--- config.mk ---
export PLATFORM = sky130hd
export DESIGN_NAME = inst_fetch
export DESIGN_NICKNAME = d
export VERILOG_FILES = /design/src/rtl/inst_fetch.sv
export SDC_FILE = /design/constraint.sdc
export NUM_CORES = 1
export LEC_CHECK = 0
export CAP_MARGIN = 15
export CORE_MARGIN = 4
export CORE_UTILIZATION = 41
export CTS_CLUSTER_DIAMETER = 80
export DETAILED_ROUTE_END_ITERATION = 16
export GPL_TIMING_DRIVEN = 0
export HOLD_SLACK_MARGIN = 0.03
export PLACE_DENSITY = 0.81
export SLEW_MARGIN = 5
export SYNTH_ARGS = -nofsm -noshare
export SYNTH_HDL_FRONTEND = slang
export SYNTH_SLANG_ARGS = --single-unit
--- constraint.sdc ---
create_clock -name i_clk -period 2.62 [get_ports i_clk]
set_clock_uncertainty 0.15 [all_clocks]
set_input_delay 0.524 -clock i_clk [delete_from_list [all_inputs] [get_ports i_clk]]
set_output_delay 0.524 -clock i_clk [all_outputs]
set_load 0.05 [all_outputs]
--- src/rtl/inst_fetch.sv ---
// rtl/inst_fetch.sv - instruction fetch stage with IF/ID register, stall and one-bubble redirect
// Optional perf counters (o_perf_fetched / o_perf_bubbles) enabled by INST_FETCH_PERF_CNT_EN.
module inst_fetch #(
    parameter int PC_WIDTH       = 8,
    parameter int INSTR_WIDTH    = 18,
    parameter int OPCODE_WIDTH   = 4,
    parameter int FUNCTION_WIDTH = 8,
    parameter int ADDRESS_WIDTH  = 2
) (
    input  logic                      i_clk,
    input  logic                      i_rst_n,
    input  logic                      i_stall,
    input  logic                      i_redirect,
    input  logic [PC_WIDTH-1:0]       i_redirect_pc,
    output logic [PC_WIDTH-1:0]       o_imem_addr,
    input  logic [INSTR_WIDTH-1:0]    i_imem_rdata,
    output logic                      o_if_valid,
    output logic [INSTR_WIDTH-1:0]    o_if_instr,
    output logic [PC_WIDTH-1:0]       o_if_pc,
    output logic [OPCODE_WIDTH-1:0]   o_opcode,
    output logic [ADDRESS_WIDTH-1:0]  o_rd,
    output logic [ADDRESS_WIDTH-1:0]  o_rs1,
    output logic [ADDRESS_WIDTH-1:0]  o_rs2,
    output logic [FUNCTION_WIDTH-1:0] o_funct,
    output logic [7:0]                o_imm8,
    output logic [13:0]               o_imm14
`ifdef INST_FETCH_PERF_CNT_EN
   ,output logic [15:0]               o_perf_fetched,
    output logic [15:0]               o_perf_bubbles
`endif
);

    localparam int RD_LSB  = INSTR_WIDTH - OPCODE_WIDTH - ADDRESS_WIDTH;
    localparam int RS1_LSB = RD_LSB - ADDRESS_WIDTH;
    localparam int RS2_LSB = RS1_LSB - ADDRESS_WIDTH;

    typedef enum logic [1:0] {PRIME, RUN, STALL} state_t;

    state_t                   state_q, state_d;
    logic [PC_WIDTH-1:0]      pc_q, pc_d;
    logic [PC_WIDTH-1:0]      fl_pc_q, fl_pc_d;
    logic                     fl_valid_q, fl_valid_d;
    logic                     if_valid_q, if_valid_d;
    logic [INSTR_WIDTH-1:0]   if_instr_q, if_instr_d;
    logic [PC_WIDTH-1:0]      if_pc_q, if_pc_d;
    logic                     load_new;

    // Stall re-reads the in-flight address so i_imem_rdata stays valid for it.
    assign o_imem_addr = i_redirect ? i_redirect_pc :
                         i_stall    ? fl_pc_q       : pc_q;

    always_comb begin
        state_d    = state_q;
        pc_d       = pc_q;
        fl_pc_d    = fl_pc_q;
        fl_valid_d = fl_valid_q;
        if_valid_d = if_valid_q;
        if_instr_d = if_instr_q;
        if_pc_d    = if_pc_q;
        load_new   = 1'b0;
        if (i_redirect) begin
            if_valid_d = 1'b0;
            fl_pc_d    = i_redirect_pc;
            fl_valid_d = 1'b1;
            pc_d       = i_redirect_pc + PC_WIDTH'(1);
            state_d    = RUN;
        end else if (i_stall) begin
            state_d = (state_q == PRIME) ? PRIME : STALL;
        end else begin
            if_valid_d = fl_valid_q;
            if_instr_d = i_imem_rdata;
            if_pc_d    = fl_pc_q;
            fl_pc_d    = o_imem_addr;
            fl_valid_d = 1'b1;
            pc_d       = o_imem_addr + PC_WIDTH'(1);
            load_new   = fl_valid_q;
            state_d    = RUN;
        end
    end

    always_ff @(posedge i_clk) begin
        if (!i_rst_n) begin
            state_q    <= PRIME;
            pc_q       <= '0;
            fl_pc_q    <= '0;
            fl_valid_q <= 1'b0;
            if_valid_q <= 1'b0;
            if_instr_q <= '0;
            if_pc_q    <= '0;
        end else begin
            state_q    <= state_d;
            pc_q       <= pc_d;
            fl_pc_q    <= fl_pc_d;
            fl_valid_q <= fl_valid_d;
            if_valid_q <= if_valid_d;
            if_instr_q <= if_instr_d;
            if_pc_q    <= if_pc_d;
        end
    end

    assign o_if_valid = if_valid_q;
    assign o_if_instr = if_instr_q;
    assign o_if_pc    = if_pc_q;

    // Field slices read as zero while the slot is a bubble.
    assign o_opcode = if_valid_q ? if_instr_q[INSTR_WIDTH-1 -: OPCODE_WIDTH] : '0;
    assign o_rd     = if_valid_q ? if_instr_q[RD_LSB +: ADDRESS_WIDTH]       : '0;
    assign o_rs1    = if_valid_q ? if_instr_q[RS1_LSB +: ADDRESS_WIDTH]      : '0;
    assign o_rs2    = if_valid_q ? if_instr_q[RS2_LSB +: ADDRESS_WIDTH]      : '0;
    assign o_funct  = if_valid_q ? if_instr_q[FUNCTION_WIDTH-1:0]            : '0;
    assign o_imm8   = if_valid_q ? if_instr_q[7:0]                           : '0;
    assign o_imm14  = if_valid_q ? if_instr_q[13:0]                          : '0;

`ifdef INST_FETCH_PERF_CNT_EN
    logic [15:0] perf_fetched_q, perf_bubbles_q;

    always_ff @(posedge i_clk) begin
        if (!i_rst_n) begin
            perf_fetched_q <= '0;
            perf_bubbles_q <= '0;
        end else begin
            if (load_new && (perf_fetched_q != 16'hFFFF))
                perf_fetched_q <= perf_fetched_q + 16'd1;
            if (i_redirect && (perf_bubbles_q != 16'hFFFF))
                perf_bubbles_q <= perf_bubbles_q + 16'd1;
        end
    end

    assign o_perf_fetched = perf_fetched_q;
    assign o_perf_bubbles = perf_bubbles_q;
`else
    logic unused_load_new;
    assign unused_load_new = load_new;
`endif

endmodule

# Word-level counts from Yosys, hierarchy flattened
# Index checks and enable logic that the tools add are counted.
[totals]
reg_bits = 44
output_inout_bits = 75
word_cells = 28
[op_classes]
n_addsub = 2
n_eq_ne = 1
mux = 14
bitwise = 3
n_reduce_logical = 2
[op_table]
columns = ["cell", "count"]
rows = [
  ["two-way mux 8 bit", 7],
  ["adder 8 x 1 -> 8 bit, second input constant", 2],
  ["two-way mux 14 bit", 1],
  ["two-way mux 2 bit", 3],
  ["two-way mux 4 bit", 1],
  ["inverter 1 bit", 3],
  ["two-way mux 1 bit", 2],
  ["!= test 2 x 1 -> 1 bit, second input constant", 1],
  ["AND reduction 2 bit", 1],
  ["OR reduction 2 bit", 1],
]

# Longest topological paths before layout
# Gate-level depths: netlist of the first run.
[depth]
word_depth = 5
mapped_depth = 10
depth_no_buf = 9

# Worst setup path after synthesis of the first run
# No wires, ideal clock.
[synth_path]
kind = "input to register"
from = "input i_stall"
to = "register pc_q[7]"
setup_ps = 86
t_arrival_ps = 2630
t_required_ps = 2384
setup_slack_ps = -246
path_stages = 6
path_buffers = 1
cell_sequence = "buf_6 > mux2i_1 > o21ai_0 > nor4b_2 > xor2_1 > a211oi_1"
[synth_between]
elab_chain_cells = 5
[synth_rtl]
columns = ["element", "line", "rtl"]
rows = [
  ["start, declared", "12", "input logic i_stall,"],
  ["two-way mux 8 bit", "50", "i_stall ? fl_pc_q : pc_q;"],
  ["two-way mux 8 bit", "49", "assign o_imem_addr = i_redirect ? i_redirect_pc :"],
  ["via o_imem_addr[6]", "15", "output logic [PC_WIDTH-1:0] o_imem_addr,"],
  ["adder 8 x 1 -> 8 bit", "75", "pc_d = o_imem_addr + PC_WIDTH'(1);"],
  ["two-way mux 8 bit", "67", "end else if (i_stall) begin"],
  ["two-way mux 8 bit", "61", "if (i_redirect) begin"],
  ["end signal, assigned", "92", "pc_q <= pc_d;"],
  ["end, declared", "40", "logic [PC_WIDTH-1:0] pc_q, pc_d;"],
]
# The timed path passes the listed nets, and every way through them passes these cells. The select of a mux whose other input is x is not followed.
# A chain may end at the register's enable or synchronous reset.

# Worst setup path after layout of the first run
[layout_path]
from = "register if_valid_q (netlist: o_if_valid)"
to = "output o_imm14[13]"
[layout_between]
elab_chain_cells = 1
[layout_rtl]
columns = ["element", "line", "rtl"]
rows = [
  ["start, declared", "43", "logic if_valid_q, if_valid_d;"],
  ["start signal, assigned", "95", "if_valid_q <= if_valid_d;"],
  ["two-way mux 14 bit", "112", "assign o_imm14 = if_valid_q ? if_instr_q[13:0] : '0;"],
  ["end, declared", "26", "output logic [13:0] o_imm14"],
]
# No other way between the ends.

==> flow_summary.toml, run 1 <==
[outcome]
outcome = "finished clean"

[power]
total_power_w = 0.00154
leakagePower_nw = 1.43
powerDensity_mw_per_mm2 = 456
ir_drop_uv = 237

[clock_network]
post_cts_buffers = 0
cts_made_buffers = 5
cts_buffer_depth = 2
clk_pin_slew_ns = 0.08
clock-sinks = 44
holdBufCountCts = 0
worstSkewPairLatency_ns = 0.30
cts_root_buffer = "clkbuf_8"
htree_num_levels = 2
post_cts_resized = 105
cts_tree = "done"

[setup_path]
arrival_ns = 1.84
critPathRequiredTime_ns = 1.95
worst_r2r_path_depth = 7
timing.rr.end = "pc_q[3]"
r2r_start = "fl_pc_q[1]"
start_kind = "flop"
critPathCaptureType = "output port"
rrSetupSlack_ns = 0.52
crit_fanout = 11
crit_type = "flop to output port"

[place]
pre_cts_ws_ns = -1.08
hpwl_um = 4710
finalWeightedCongestion = 0.846
io_buffers = 102

[floorplanning]
start_util_pct = 42.4
die_x_um = 80.7
dieArea_mm2 = 0.00651
placementRows = 26
core_mm2 = 0.00511
dieHeight_um = 80.7
pin_count = 105

[final_layout]
final_nets = 410
synthToLayoutAreaGrowth_pct = 55.9
antenna_cells_inserted = 0
drive_gt1_share_pct = 20.3
fillers = 449

[yosys]
synth_top_area_share_pct = 40.7
synth_edf_count = 0
synth_ff_type = "dfxtp_1"
synth.distinct_cells = 41
yosysSeqAreaShare_pct = 40.7
synth_commonest_cells = "57 x nand2_1, 44 x dfxtp_1, 27 x a21oi_1, 22 x buf_4, 19 x and2_1"
avgSynthCellArea_um2 = 8.02
syn_area_mm2 = 0.00216
synth.net_count = 301
postSynthCellCount = 270
async_reset_ff_share_pct = 0
yosys_warnings = 0
synthTopCellsByArea = "dfxtp_1 41%, nand2_1 9.9%, buf_4 7.6%"
synth_most_common_cell = "nand2_1"
synth_top_area_cell = "dfxtp_1"
synth_seq_cells = 44

[min_path]
hp-start = "fl_pc_q[7]"
hp-class = "flop to flop"
holdPathEnd = "o_if_pc[7]"
hold_depth = 2

[drt]
drt-initial-drc-count = 91
wl_per_cell_um = 13.9
ant_nets = 0
first_pass_iters = 4
drc = 0
via_count = 2180
viasPerCell = 4.84
wirelength_um = 6240

[timing]
slew_violations = 0
whs_ns = 0.303
setup_slack_ns = 0.107
rsz0062_at_grt = "false"
min_period_ns = 2.51
hold_viol = 0
max_slew_margin_pct = 61.7
setup_viol = 0
fmax_ghz = 0.398
fin_setup_tns_ns = 0
period_share_pct = 95.9
worstMarginPinSlew_ns = 0.575

[grt]
track_usage_pct = 18.7
antenna_found_initial = 0
overflow = 0
grt_max_degree = 14
grt_pass1_wl_um = 9500
grt_pass1_vias = 2019

[flow_run]
maxCapViolCount = 0
## flip-flops by register name, indices dropped and copies added (netlist names)
register    count
pc_q            8
o_if_instr     18
fl_pc_q         8
o_if_valid      1
o_if_pc         8
fl_valid_q      1
## through the flow
step           instances  util [%]  area, um2
2_1_floorplan        270         -       2170
3_3_place_gp         442      64.3       3280
3_5_place_dp         442      64.3       3280
4_1_cts              450      66.5       3400
5_1_grt              450      66.1       3370
6_report             450      66.1       3370
## report_power, final
| part | internal [W] | switching (W) | total [W] |
|---|---|---|---|
| registers | 0.000703 | 0.0000240 | 0.000727 |
| clock network | 0.000214 | 0.000232 | 0.000446 |
| logic | 0.000139 | 0.000224 | 0.000364 |
## critical path: stages (launching register included)
cell and delay [ns]:
dfxtp_1 0.51, and2_1 0.22, clkdlybuf4s50_1 0.81
## cells by family (layout without fill, tap and decap cells)
logic type,Yosys count,after routing,synth area share (%)
compound gates,52,52,14.5
xor+xnor,8,8,3.24
fa+ha+maj,1,1,0.578
buf+inv,44,154,12.0
flops,44,44,40.7
mux,9,9,4.62
simple gates,112,112,24.5
## layer usage
metal  global-route usage (%)  routed length (um)  up-vias
li1                         -                   -     1085
met1                     22.2                2670     1001
met2                     32.9                2980       87
met3                     5.49                 524        7
met4                     4.73                  52        0
met5                        0                   0        -
## area by class of cell
type                       count  area, um2  share of cell area [%]
multi-input combinational    182       1040                    30.8
timing repair buffer         102       1000                    29.6
sequential                    44        881                    26.1
buffer                        39        255                    7.56
tap                           70       87.6                    2.60
clock buffer                   7       86.3                    2.56
inverter                       5       18.8                   0.556
clock inverter                 1       7.51                   0.222
## placed cells by master (no fill, tap or decap), types with 2 or more instances in the layout
master	instances
xnor2_1	5
mux2i_1	6
inv_1	3
nor3_1	6
clkbuf_1	11
clkdlybuf4s50_1	61
dlygate4sd2_1	4
o21a_1	2
nor2_1	13
o21ai_2	3
buf_2	5
clkdlybuf4s15_2	20
dfxtp_1	44
nand3_1	2
and2_1	19
o211a_1	4
nor2b_1	3
a211oi_1	5
buf_4	23
o21ai_1	6
clkbuf_2	9
buf_6	2
a21oi_1	27
xor2_1	3
nand2_1	57
nand2b_1	3
clkbuf_8	7
dlymetal6s2s_1	4
## how the worst max path moves through the flow
| stage | from | to | depth (start not counted) |
|---|---|---|---|
| final | o_if_valid | o_imm14[13] | 2 |
| after global placement | i_redirect | o_imem_addr[7] | 7 |
| after detailed placement | i_redirect | o_imem_addr[7] | 6 |
| after global routing | i_redirect | o_imem_addr[7] | 7 |
| after floorplan | i_redirect | pc_q[7] | 7 |
| after CTS | o_if_valid | o_funct[7] | 3 |
Power figures use the tool's default switching activity.
==> inputs of run 2 (changes only) <==
- TNS_END_PERCENT: unset -> 50
==> flow_summary.toml, run 2 (same netlist as run 1, synthesis figures left out) <==
[outcome]
outcome = "finished clean"

[clock_network]
clock-sinks = 44
holdBufCountCts = 0
cts_root_buffer = "clkbuf_8"
cts_buffer_depth = 2
cts_made_buffers = 5
cts_tree = "done"
htree_num_levels = 2
clk_pin_slew_ns = 0.08
worstSkewPairLatency_ns = 0.29

[setup_path]
cp_slowest_cell = "clkdlybuf4s15_1"
arrival_ns = 1.83
critPathCaptureType = "output port"
start_kind = "primary input"
rrSetupSlack_ns = 0.51
crit_fanout = 10
cpPeakStageDelay_ns = 0.26
path_cells = "clkdlybuf4s15_1 -> clkbuf_8 -> clkbuf_4 -> nor3b_1 -> a21oi_1 -> o21ai_1 -> buf_4"
critPathRequiredTime_ns = 1.95
crit_type = "primary input to output port"

[grt]
grt_pass1_wl_um = 9490
overflow = 0
antenna_found_initial = 0
grt_pass1_vias = 2056
grt_max_degree = 14
track_usage_pct = 18.2

[flow_run]
maxCapViolCount = 0

[final_layout]
final_nets = 411
fillers = 442
multiInputGateArea_mm2 = 0.00104
drive_gt1_share_pct = 21.8
final_design_area_no_fill_mm2 = 0.00335
most-common-layout-cells = "61 x clkdlybuf4s50_1, 57 x nand2_1, 44 x dfxtp_1"
layout_commonest_cell = "clkdlybuf4s50_1"
final_cells = 451
antenna_cells_inserted = 0
seq_area_um2 = 881
largest_reg_flops = 18
synthToLayoutAreaGrowth_pct = 54.6

[floorplanning]
core_mm2 = 0.00511
placementRows = 26
die_x_um = 80.7
dieArea_mm2 = 0.00651
start_util_pct = 42.4
dieHeight_um = 80.7
pin_count = 105

[drt]
viasPerCell = 4.76
drt-initial-drc-count = 80
wirelength_um = 5990
first_pass_iters = 4
via_count = 2149
ant_nets = 0
drc = 0
wl_per_cell_um = 13.3

[timing]
hold_viol = 0
period_share_pct = 95.5
rsz0062_at_grt = "false"
min_period_ns = 2.50
fmax_ghz = 0.400
slew_violations = 0
worstMarginPinSlew_ns = 0.542
setup_viol = 0
max_slew_margin_pct = 63.7

[place]
finalWeightedCongestion = 0.849
post_dp_cell_area_mm2 = 0.00328
dp_cells = 442
hpwl_um = 4670
io_buffers = 102

[power]
leakagePower_nw = 1.38
ir_drop_uv = 284
powerDensity_mw_per_mm2 = 457

[min_path]
hp-class = "flop to flop"
## run 2: cell count changes in the layout (fill, tap and decap cells not counted), moves of 3 or more
cell             delta
clkdlybuf4s15_2     -3
clkbuf_2            +3
buf_4               +5
dlymetal6s2s_1      -4
## run 2: final timing paths
kind | end | depth (start not counted) | startpoint
worst max-delay path | o_imem_addr[7] | 7 | i_redirect
worst max register to register | pc_q[3] | 7 | pc_q[0]
worst min register to register | o_if_pc[7] | 2 | fl_pc_q[7]
worst min-delay path | o_if_pc[7] | 2 | fl_pc_q[7]
## run 2: final cells by class
class | count | share of cell area (%)
Timing Repair Buffer | 103 | 28.9
Multi-Input combinational cell | 182 | 31.1
Clock inverter | 1 | 0.224
Buffer | 39 | 7.63
Inverter | 5 | 0.561
Clock buffer | 7 | 2.58
Sequential cell | 44 | 26.3
Tap cell | 70 | 2.62
## run 2: worst max-delay path: cells and delay by family
family | cells | cell delay, ns
AOI/OAI and AO/OA | 2 | 0.21
buffers and inverters | 4 | 0.90
and+or+nand+nor | 1 | 0.18
## run 2: metal layers
| layer | wire (um) | vias to the layer above | share of wire [%] | GRT usage, % |
|---|---|---|---|---|
| li1 | - | 1091 | - | - |
| met1 | 2680 | 951 | 45 | 22.8 |
| met2 | 2680 | 101 | 45 | 30.7 |
| met3 | 562 | 6 | 9.4 | 4.37 |
| met4 | 68 | 0 | 1.1 | 5.57 |
| met5 | 0 | - | 0 | 0 |
## run 2: what timing repair did
item	in CTS	in global routing
setup buffers	1	0
endpoints found under the setup margin	58	24
resized for setup	100	28
## run 2: report_power, final
part / switching [W] / total, W / internal, W / leakage (nW)
clock network: 0.000224 / 0.000439 / 0.000214 / 0.0445
registers: 0.0000241 / 0.000727 / 0.000703 / 0.361
logic: 0.000223 / 0.000364 / 0.000141 / 0.970
total: 0.000471 / 0.00153 / 0.00106 / 1.38
## run 2: stage by stage
stage | power [W] | setup TNS [ns] | hold slack (ns) | setup WS [ns] | utilization [%]
floorplan | 0.000970 | -0.393 | 0.282 | -0.151 | -
CTS | 0.00154 | 0 | 0.300 | 0.00634 | 66.5
finish | 0.00153 | 0 | 0.300 | 0.117 | 65.5
global placement | 0.00110 | -16.68 | 0.290 | -1.06 | 64.1
detailed placement | 0.00111 | -16.02 | 0.296 | -1.06 | 64.1
global route | 0.00160 | 0 | 0.316 | 0.0168 | 65.5
==> inputs of run 3 (changes only) <==
- CORE_ASPECT_RATIO: unset -> 0.5
==> flow_summary.toml, run 3 (same netlist as run 1, synthesis figures left out) <==
[outcome]
outcome = "finished clean"

[floorplanning]
start_util_pct = 43.1
dieHeight_um = 59.4
pin_count = 105
die_x_um = 111
dieArea_mm2 = 0.00658
core_mm2 = 0.00502
placementRows = 18

[flow_run]
maxCapViolCount = 0

[drt]
wirelength_um = 6050
viasPerCell = 4.87
via_count = 2191
drt-initial-drc-count = 91
wl_per_cell_um = 13.4
ant_nets = 0
drc = 0
first_pass_iters = 4

[place]
hpwl_um = 4770
post_dp_cell_area_mm2 = 0.00328
io_buffers = 102
finalWeightedCongestion = 0.838
dp_cells = 442

[clock_network]
htree_num_levels = 2
clock-sinks = 44
clk_pin_slew_ns = 0.08
worstSkewPairLatency_ns = 0.30
cts_buffer_depth = 2
cts_root_buffer = "clkbuf_8"
holdBufCountCts = 0
cts_made_buffers = 5
cts_tree = "done"

[final_layout]
synthToLayoutAreaGrowth_pct = 55.3
final_cells = 450
drive_gt1_share_pct = 20.5
layout_commonest_cell = "clkdlybuf4s50_1"
final_core_util_pct = 66.9
final_design_area_no_fill_mm2 = 0.00336
fillers = 430
most-common-layout-cells = "61 x clkdlybuf4s50_1, 57 x nand2_1, 44 x dfxtp_1"
final_nets = 410
largest_reg_flops = 18
antenna_cells_inserted = 0

[grt]
track_usage_pct = 18.3
grt_pass1_wl_um = 9940
grt_max_degree = 14
overflow = 0
grt_pass1_vias = 2080
antenna_found_initial = 0

[setup_path]
timing.rr.end = "pc_q[3]"
crit_start = "o_if_valid"
start_kind = "flop"
r2r_start = "pc_q[0]"
crit_fanout = 11
endpoint = "o_imm14[10]"
path_cells = "and2_1 -> clkdlybuf4s50_1"
cpPeakStageDelay_ns = 0.81
arrival_ns = 1.81
crit_type = "flop to output port"
worst_r2r_path_depth = 7
critPathRequiredTime_ns = 1.95
cp_slowest_cell = "clkdlybuf4s50_1"
rrSetupSlack_ns = 0.51
critPathCaptureType = "output port"

[timing]
rsz0062_at_grt = "false"
slew_violations = 0
hold_viol = 0
max_slew_margin_pct = 63.2
whs_ns = 0.305
period_share_pct = 94.9
worstMarginPinSlew_ns = 0.553
fmax_ghz = 0.402
min_period_ns = 2.49
setup_viol = 0

[min_path]
hp-start = "fl_pc_q[7]"
hp-class = "flop to flop"

[power]
leakagePower_nw = 1.41
ir_drop_uv = 312
powerDensity_mw_per_mm2 = 476
==> run 3: changes by cell type in the layout (fill, tap and decap cells not counted), sizes merged <==
cell,change
buf,-4
dlymetal6s2s,+3
bufinv,+1
clkbuf,-1
clkdlybuf4s18,+1
clkinv,+1
clkinvlp,-1
dlygate4sd2,-1
==> run 3: timing repair <==
| action | 4_1_cts | 5_1_grt |
|---|---|---|
| setup buffers | 0 | 0 |
| gates resized for setup | 100 | 27 |
| gates cloned | 0 | 0 |
| setup endpoints to repair | 58 | 34 |
==> run 3: routing by layer <==
| metal | routed length, um | GRT usage, % |
|---|---|---|
| met2 | 2980 | 33.0 |
| met3 | 291 | 3.98 |
| met1 | 2750 | 23.1 |
| met4 | 34 | 3.51 |
| met5 | 0 | 0 |
==> run 3: layout make-up <==
cell class | instances | area [um2] | share of cell area, %
Buffer | 39 | 255 | 7.59
Clock buffer | 6 | 72.6 | 2.16
Clock inverter | 2 | 35.0 | 1.04
Inverter | 5 | 18.8 | 0.558
Multi-Input combinational cell | 182 | 1030 | 30.7
Sequential cell | 44 | 881 | 26.2
Tap cell | 70 | 87.6 | 2.61
Timing Repair Buffer | 102 | 981 | 29.2
==> run 3: per-stage QoR <==
step	setup TNS (ns)	power, W	worst slack [ns]
floorplan	-0.393	0.000970	-0.151
global placement	-15.85	0.00110	-1.04
detailed placement	-16.97	0.00111	-1.04
CTS	-0.177	0.00161	-0.177
global route	0	0.00167	0.0435
finish	0	0.00160	0.134
==> run 3: worst min path at each step <==
stage	slack (ns)	cells after the start	to
after global placement	0.29	2	o_if_pc[6]
after detailed placement	0.30	2	o_if_pc[7]
after CTS	0.31	2	o_if_pc[7]
final	0.31	2	o_if_pc[7]
after floorplan	0.28	2	o_if_pc[7]
after global routing	0.34	2	o_if_pc[3]
==> run 3: critical path, delay by kind of cell (launching register included) <==
kind	cells	cell delay, ns
flip-flops	1	0.51
AND/OR/NAND/NOR	1	0.20
buffers and inverters	1	0.81
==> run 3: where the power goes <==
group | internal (W) | switching, W | total (W) | leakage, nW
combinational | 0.000139 | 0.000224 | 0.000362 | 0.998
sequential | 0.000703 | 0.0000238 | 0.000727 | 0.361
clock | 0.000283 | 0.000229 | 0.000512 | 0.0552
